--- config.mk ---
export PLATFORM = sky130hd
export DESIGN_NAME = approx_mul_pipe
export DESIGN_NICKNAME = d
export VERILOG_FILES = /design/src/rtl/approx_mul_pipe.sv
export SDC_FILE = /design/constraint.sdc
export NUM_CORES = 1
export LEC_CHECK = 0
export CAP_MARGIN = 10
export CELL_PAD_IN_SITES_DETAIL_PLACEMENT = 1
export CELL_PAD_IN_SITES_GLOBAL_PLACEMENT = 2
export CORE_ASPECT_RATIO = 0.8
export CORE_MARGIN = 5
export CORE_UTILIZATION = 30
export CTS_CLUSTER_DIAMETER = 30
export CTS_CLUSTER_SIZE = 40
export DETAILED_ROUTE_END_ITERATION = 16
export DONT_BUFFER_PORTS = 1
export GPL_TIMING_DRIVEN = 0
export MAX_ROUTING_LAYER = met4
export PLACE_DENSITY_LB_ADDON = 0.1
export SLEW_MARGIN = 20
export SYNTH_ARGS = -nofsm -noshare
export SYNTH_HDL_FRONTEND = slang
export SYNTH_SLANG_ARGS = --single-unit
--- constraint.sdc ---
create_clock -name clk -period 4.1 [get_ports clk]
set_input_delay 1.23 -clock clk [delete_from_list [all_inputs] [get_ports clk]]
set_output_delay 1.23 -clock clk [all_outputs]
set_load 0.1 [all_outputs]
--- src/rtl/approx_mul_pipe.sv ---
// -----------------------------------------------------------------------------
// approx_mul_pipe
//
// Three-stage pipelined unsigned multiplier that computes an exact product and
// a row/column-truncated approximate product for every operand pair. It returns
// the product selected by 'mode', the per-transaction error (exact - approx),
// and keeps running saturating error statistics over approximate transactions.
//
// Approximation: the low L multiplier rows (x[L-1:0]) keep only the partial
// product bits whose column i+j >= T. The high rows x[N-1:L] are always exact.
//
// Ports:
//   clk        clock
//   rst        synchronous active-high reset
//   in_valid   operand pair valid
//   in_ready   block accepts operands (equals the pipeline advance enable)
//   x, y       N-bit unsigned multiplier / multiplicand
//   mode       0 = exact result, 1 = approximate result
//   out_valid  result valid
//   out_ready  sink accepts result
//   z          selected 2N-bit product
//   err        exact minus approximate for this transaction
//   stat_clr   clear the statistics on the next edge (wins over a handshake)
//   err_sum    saturating sum of err over accepted mode=1 results
//   txn_cnt    saturating count of accepted mode=1 results
// -----------------------------------------------------------------------------
module approx_mul_pipe #(
   parameter int N     = 8,
   parameter int L     = 6,
   parameter int T     = 7,
   parameter int ACC_W = 32
) (
   input  logic               clk,
   input  logic               rst,
   input  logic               in_valid,
   output logic               in_ready,
   input  logic [N-1:0]       x,
   input  logic [N-1:0]       y,
   input  logic               mode,
   output logic               out_valid,
   input  logic               out_ready,
   output logic [2*N-1:0]     z,
   output logic [2*N-1:0]     err,
   input  logic               stat_clr,
   output logic [ACC_W-1:0]   err_sum,
   output logic [ACC_W-1:0]   txn_cnt
);

   localparam int PW = 2 * N;
   // Wide enough to hold err_sum + err without wrapping, whichever is wider.
   localparam int SW = ((ACC_W > PW) ? ACC_W : PW) + 1;
   localparam logic [SW-1:0] ACC_MAX = SW'({ACC_W{1'b1}});

   // The whole pipeline moves as one unit; bubbles shift like beats.
   logic advance;
   assign advance  = !out_valid || out_ready;
   assign in_ready = advance;

   // ---------------------------------------------------------------- stage 1
   logic         s1_valid;
   logic [N-1:0] s1_x;
   logic [N-1:0] s1_y;
   logic         s1_mode;

   always_ff @(posedge clk) begin
      if (rst) begin
         // NOTE: datapath registers are reset too; it is cheap here and makes
         // z/err read 0 after reset instead of carrying stale operand data.
         s1_valid <= 1'b0;
         s1_x     <= '0;
         s1_y     <= '0;
         s1_mode  <= 1'b0;
      end else if (advance) begin
         s1_valid <= in_valid;
         s1_x     <= x;
         s1_y     <= y;
         s1_mode  <= mode;
      end
   end

   // -------------------------------------------- partial products (comb)
   logic [PW-1:0] high_c;
   logic [PW-1:0] kept_c;
   logic [PW-1:0] drop_c;
   logic [PW-1:0] pp;

   always_comb begin
      high_c = ({{N{1'b0}}, s1_y} * {{(N + L){1'b0}}, s1_x[N-1:L]}) << L;
      kept_c = '0;
      drop_c = '0;
      pp     = '0;
      // NOTE: blocking assignments here are intentional: the loop accumulates
      // into kept_c/drop_c, each iteration reading the previous iteration's sum.
      for (int i = 0; i < L; i++) begin
         for (int j = 0; j < N; j++) begin
            pp = {{(PW - 1){1'b0}}, s1_x[i] & s1_y[j]} << (i + j);
            if (i + j >= T) kept_c = kept_c + pp;
            else            drop_c = drop_c + pp;
         end
      end
   end

   // ---------------------------------------------------------------- stage 2
   logic          s2_valid;
   logic          s2_mode;
   logic [PW-1:0] s2_high;
   logic [PW-1:0] s2_kept;
   logic [PW-1:0] s2_drop;

   always_ff @(posedge clk) begin
      if (rst) begin
         s2_valid <= 1'b0;
         s2_mode  <= 1'b0;
         s2_high  <= '0;
         s2_kept  <= '0;
         s2_drop  <= '0;
      end else if (advance) begin
         s2_valid <= s1_valid;
         s2_mode  <= s1_mode;
         s2_high  <= high_c;
         s2_kept  <= kept_c;
         s2_drop  <= drop_c;
      end
   end

   // ---------------------------------------------------------------- stage 3
   // approx = high + kept, exact = approx + drop, so err is exactly drop.
   logic s3_mode;

   always_ff @(posedge clk) begin
      if (rst) begin
         out_valid <= 1'b0;
         s3_mode   <= 1'b0;
         z         <= '0;
         err       <= '0;
      end else if (advance) begin
         out_valid <= s2_valid;
         s3_mode   <= s2_mode;
         z         <= s2_mode ? (s2_high + s2_kept) : (s2_high + s2_kept + s2_drop);
         err       <= s2_drop;
      end
   end

   // ------------------------------------------------------------- statistics
   logic          count_en;
   logic [SW-1:0] sum_ext;

   assign count_en = out_valid && out_ready && s3_mode;
   assign sum_ext  = SW'(err_sum) + SW'(err);

   always_ff @(posedge clk) begin
      if (rst || stat_clr) begin
         err_sum <= '0;
         txn_cnt <= '0;
      end else if (count_en) begin
         err_sum <= (sum_ext > ACC_MAX) ? {ACC_W{1'b1}} : sum_ext[ACC_W-1:0];
         txn_cnt <= (txn_cnt == {ACC_W{1'b1}}) ? txn_cnt : txn_cnt + ACC_W'(1);
      end
   end

endmodule

==> metrics.txt <==
# TYPE chip_impl_metric gauge
chip_impl_metric{name="core.rowCount",unit=""} 54
chip_impl_metric{name="synthMuxAreaShare",unit="%"} 0.368
chip_impl_metric{name="slew_headroom",unit="%"} 22.9
chip_impl_info{name="cts-root-buf",value="clkbuf_16"} 1
chip_impl_metric{name="powerDensity",unit="mW/mm^2"} 383
chip_impl_metric{name="synth_xor_area_share",unit="%"} 5.48
chip_impl_metric{name="antenna_cells",unit=""} 0
chip_impl_metric{name="route.antenna.remaining_nets",unit=""} 0
chip_impl_metric{name="floorplan.initialDensity",unit="%"} 30.2
chip_impl_metric{name="fin_skew",unit="ns"} 0.00958
chip_impl_metric{name="cts_htree_levels",unit=""} 4
chip_impl_metric{name="synth_compound_area_share",unit="%"} 16.3
chip_impl_metric{name="power.total",unit="mW"} 3.56
chip_impl_metric{name="finalWorstPathRequiredPeriod",unit="ns"} 3.95
chip_impl_metric{name="cellLeakagePower",unit="nW"} 3.83
chip_impl_metric{name="timing.critical_path.arrival",unit="ns"} 2.72
chip_impl_metric{name="globalRouteTotalUtil",unit="%"} 17.2
chip_impl_metric{name="post-synth-top-area-fraction",unit="%"} 34.4
chip_impl_metric{name="irDropWorstVdd",unit="V"} 0.000290
chip_impl_metric{name="hpwl",unit="um"} 19300
chip_impl_metric{name="grt_pass1_vias",unit=""} 7106
chip_impl_metric{name="detailedRoute.firstPassIterationCount",unit=""} 4
chip_impl_info{name="yosysMostFrequentCell",value="nand2_1"} 1
chip_impl_metric{name="numCtsBuffers",unit=""} 17
chip_impl_metric{name="grt_max_degree",unit=""} 17
chip_impl_metric{name="worst_setup_hold_path_clk_slew",unit="ns"} 0.06
chip_impl_metric{name="synth_warnings",unit=""} 0
chip_impl_info{name="combinational_family_with_the_most_area_after_synthesis",value="simple AND/OR/NAND/NOR gates"} 1
chip_impl_info{name="result_of_the_run",value="completed"} 1
chip_impl_metric{name="synthArstFlopShare",unit="%"} 0
chip_impl_metric{name="fp.dieArea",unit="sq mm"} 0.0306
chip_impl_metric{name="cp.required",unit="ns"} 2.87
chip_impl_metric{name="global_route.overflow_total",unit=""} 0
chip_impl_metric{name="drive_gt1_share",unit="%"} 5.80
chip_impl_metric{name="report.final.hold_viol_count",unit=""} 0
chip_impl_metric{name="buffer_ports.inserted",unit=""} 0
chip_impl_metric{name="cts.sinks",unit=""} 140
chip_impl_metric{name="fp.dieW",unit="um"} 194
chip_impl_metric{name="number_of_drc_markers_after_the_initial_detailed_route_iteration",unit=""} 148
chip_impl_metric{name="timing.final.setup_violations",unit=""} 0
chip_impl_metric{name="remaining_drcs",unit=""} 0
chip_impl_info{name="hp-class",value="reg -> reg"} 1
chip_impl_metric{name="period_share",unit="%"} 96.3
chip_impl_info{name="synth.top_cells.by_area",value="dfxtp_1 34%, ha_1 8.1%, fa_1 7.4%, nand2_1 7.2%, a21oi_1 6.4%"} 1
chip_impl_info{name="kind_of_critical_path",value="reg -> out"} 1
chip_impl_info{name="synth_top_area_cell",value="dfxtp_1"} 1
chip_impl_metric{name="maxcap_violations",unit=""} 0
chip_impl_metric{name="fillCellCount",unit=""} 3246
chip_impl_metric{name="syn2layout_area_growth",unit="%"} 13.9
chip_impl_metric{name="drv_slew",unit=""} 0
chip_impl_metric{name="routed_wl",unit="um"} 25300
chip_impl_metric{name="hold_ws",unit="ns"} 0.456
chip_impl_metric{name="insertion_delay",unit="ns"} 0.43
chip_impl_metric{name="synthDistinctLibCells",unit=""} 59
chip_impl_metric{name="synth_cells",unit=""} 984
chip_impl_metric{name="routed_wire_length_per_instance",unit="um"} 18.3
chip_impl_metric{name="tightestPinTransition",unit="ns"} 1.16
chip_impl_metric{name="synth_enable_flop_cells",unit=""} 0
chip_impl_metric{name="timing.fmax",unit="MHz"} 253
chip_impl_metric{name="coreArea",unit="sq mm"} 0.0270
chip_impl_info{name="yosys-top-cells-count",value="157 x nand2_1, 140 x dfxtp_1, 105 x a21oi_1, 65 x nor2_1, 53 x ha_1"} 1
chip_impl_metric{name="ios",unit=""} 120
chip_impl_metric{name="yosysSeqAreaShare",unit="%"} 34.4
chip_impl_info{name="grt_setup_unrepaired",value="false"} 1
chip_impl_metric{name="antenna_found_initial",unit=""} 0
chip_impl_metric{name="synth.cell_area",unit="sq mm"} 0.00816
chip_impl_info{name="cp-start-kind",value="flip-flop"} 1
chip_impl_metric{name="num-nets-final",unit=""} 1111
chip_impl_metric{name="die_height",unit="um"} 157
chip_impl_metric{name="grt_first_pass_wirelength",unit="um"} 40700
chip_impl_info{name="ys.flop_type",value="dfxtp_1"} 1
chip_impl_metric{name="cp_max_fo",unit=""} 10
chip_impl_metric{name="synth-seq-cells",unit=""} 140
chip_impl_info{name="tritoncts_clock_tree",value="done"} 1
chip_impl_metric{name="dr_total_vias",unit=""} 6802
chip_impl_metric{name="syn-mean-instance-area",unit="sq um"} 8.29
chip_impl_metric{name="cts-root-to-sink-buffers",unit=""} 2
chip_impl_metric{name="yosys.area_share.simple",unit="%"} 23.0
chip_impl_metric{name="vias_cell",unit=""} 4.92
chip_impl_metric{name="routabilityCongestion",unit=""} 0.739
chip_impl_metric{name="synth_fa_ha_area_share",unit="%"} 15.5
chip_impl_info{name="worstSetupEndpointType",value="output pin"} 1
-- placed cells by master (no fill, tap or decap), types with 30 or more instances in the layout --
cell type and count:
nand3_1 35, dfxtp_1 138, nor2_1 65, nand2_1 157, fa_1 30, and2_1 47, inv_1 48, xor2_1 32
ha_1 53, a21oi_1 105, clkbuf_1 37, o21ai_0 32
-- where the power goes --
part           switching, mW  total, mW  internal (mW)
clock network          0.640       1.75           1.11
logic                  0.168      0.263         0.0945
registers              0.146       1.54           1.40
-- layout make-up --
| class | instances | area [sq um] | area share [%] |
|---|---|---|---|
| clock buffers | 21 | 460 | 4.96 |
| repair buffers | 1 | 20.0 | 0.215 |
| well taps | 364 | 455 | 4.90 |
| inverters | 49 | 184 | 1.98 |
| flip-flops and latches | 140 | 2810 | 30.2 |
| multi-input cells | 749 | 4960 | 53.4 |
| plain buffers | 48 | 215 | 2.32 |
| clock inverters | 10 | 188 | 2.02 |
-- timing repair --
action                     in CTS  in global routing
gates resized for setup         0                  1
hold buffers                    0                  0
setup buffers                   0                  0
setup endpoints to repair       0                  1
-- through the flow --
stage                     setup WS [ns]  utilization [%]  area (sq um)  instances  setup TNS, ns
after floorplan                   0.289                -          8180        989              0
after global placement           -0.212             31.9          8630       1353         -0.212
after detailed placement         0.0623             32.0          8650       1354              0
after CTS                        0.0377             34.4          9300       1385              0
after global routing             0.0128             34.4          9290       1382              0
final                             0.150             34.4          9290       1382              0
-- critical path, cell delays in order, from the launching register on --
cell      delay, ns
dfxtp_1        1.02
nor2b_1        0.23
clkbuf_1       0.42
inv_2          0.22
clkbuf_2       0.19
buf_12         0.17
-- sequential cells by signal (all words and copies together) (netlist names) --
register	count
err	10
err_sum	32
out_valid	1
s1_mode	1
s1_valid	1
s1_x	8
s1_y	8
s2_drop	10
s2_high	10
s2_kept	8
s2_mode	1
s2_valid	1
s3_mode	1
txn_cnt	32
z	16
-- final timing paths --
check                               start                       end  slack [ns]  cells past startpoint
setup / recovery   out_valid$_SDFFE_PP0P_                  in_ready        0.15                      5
hold / removal      s1_valid$_SDFFE_PP0P_     s1_valid$_SDFFE_PP0P_        0.46                      2
setup reg to reg  err_sum[2]$_SDFFE_PP0P_  err_sum[29]$_SDFFE_PP0P_        0.35                      9
hold reg to reg     s1_valid$_SDFFE_PP0P_     s1_valid$_SDFFE_PP0P_        0.46                      2
-- layer usage --
metal,global-route usage (%),vias to the layer above,wire length [um]
li1,-,3397,-
met1,24.0,3295,13400
met2,24.8,95,10200
met3,5.09,15,1460
met4,3.82,0,227
met5,-,-,0
-- kinds of logic (layout without fill, tap and decap cells) --
group,after synthesis,in the layout
and+or+nand+nor,393,393
adders and majority gates,83,83
DFF,140,140
xor gates and xnor gates,51,51
muxes,3,3
buffers and inverters,100,129
other,1,6
AOI/OAI and AO/OA,213,213
Note: power is estimated with default switching activity, not from simulation.
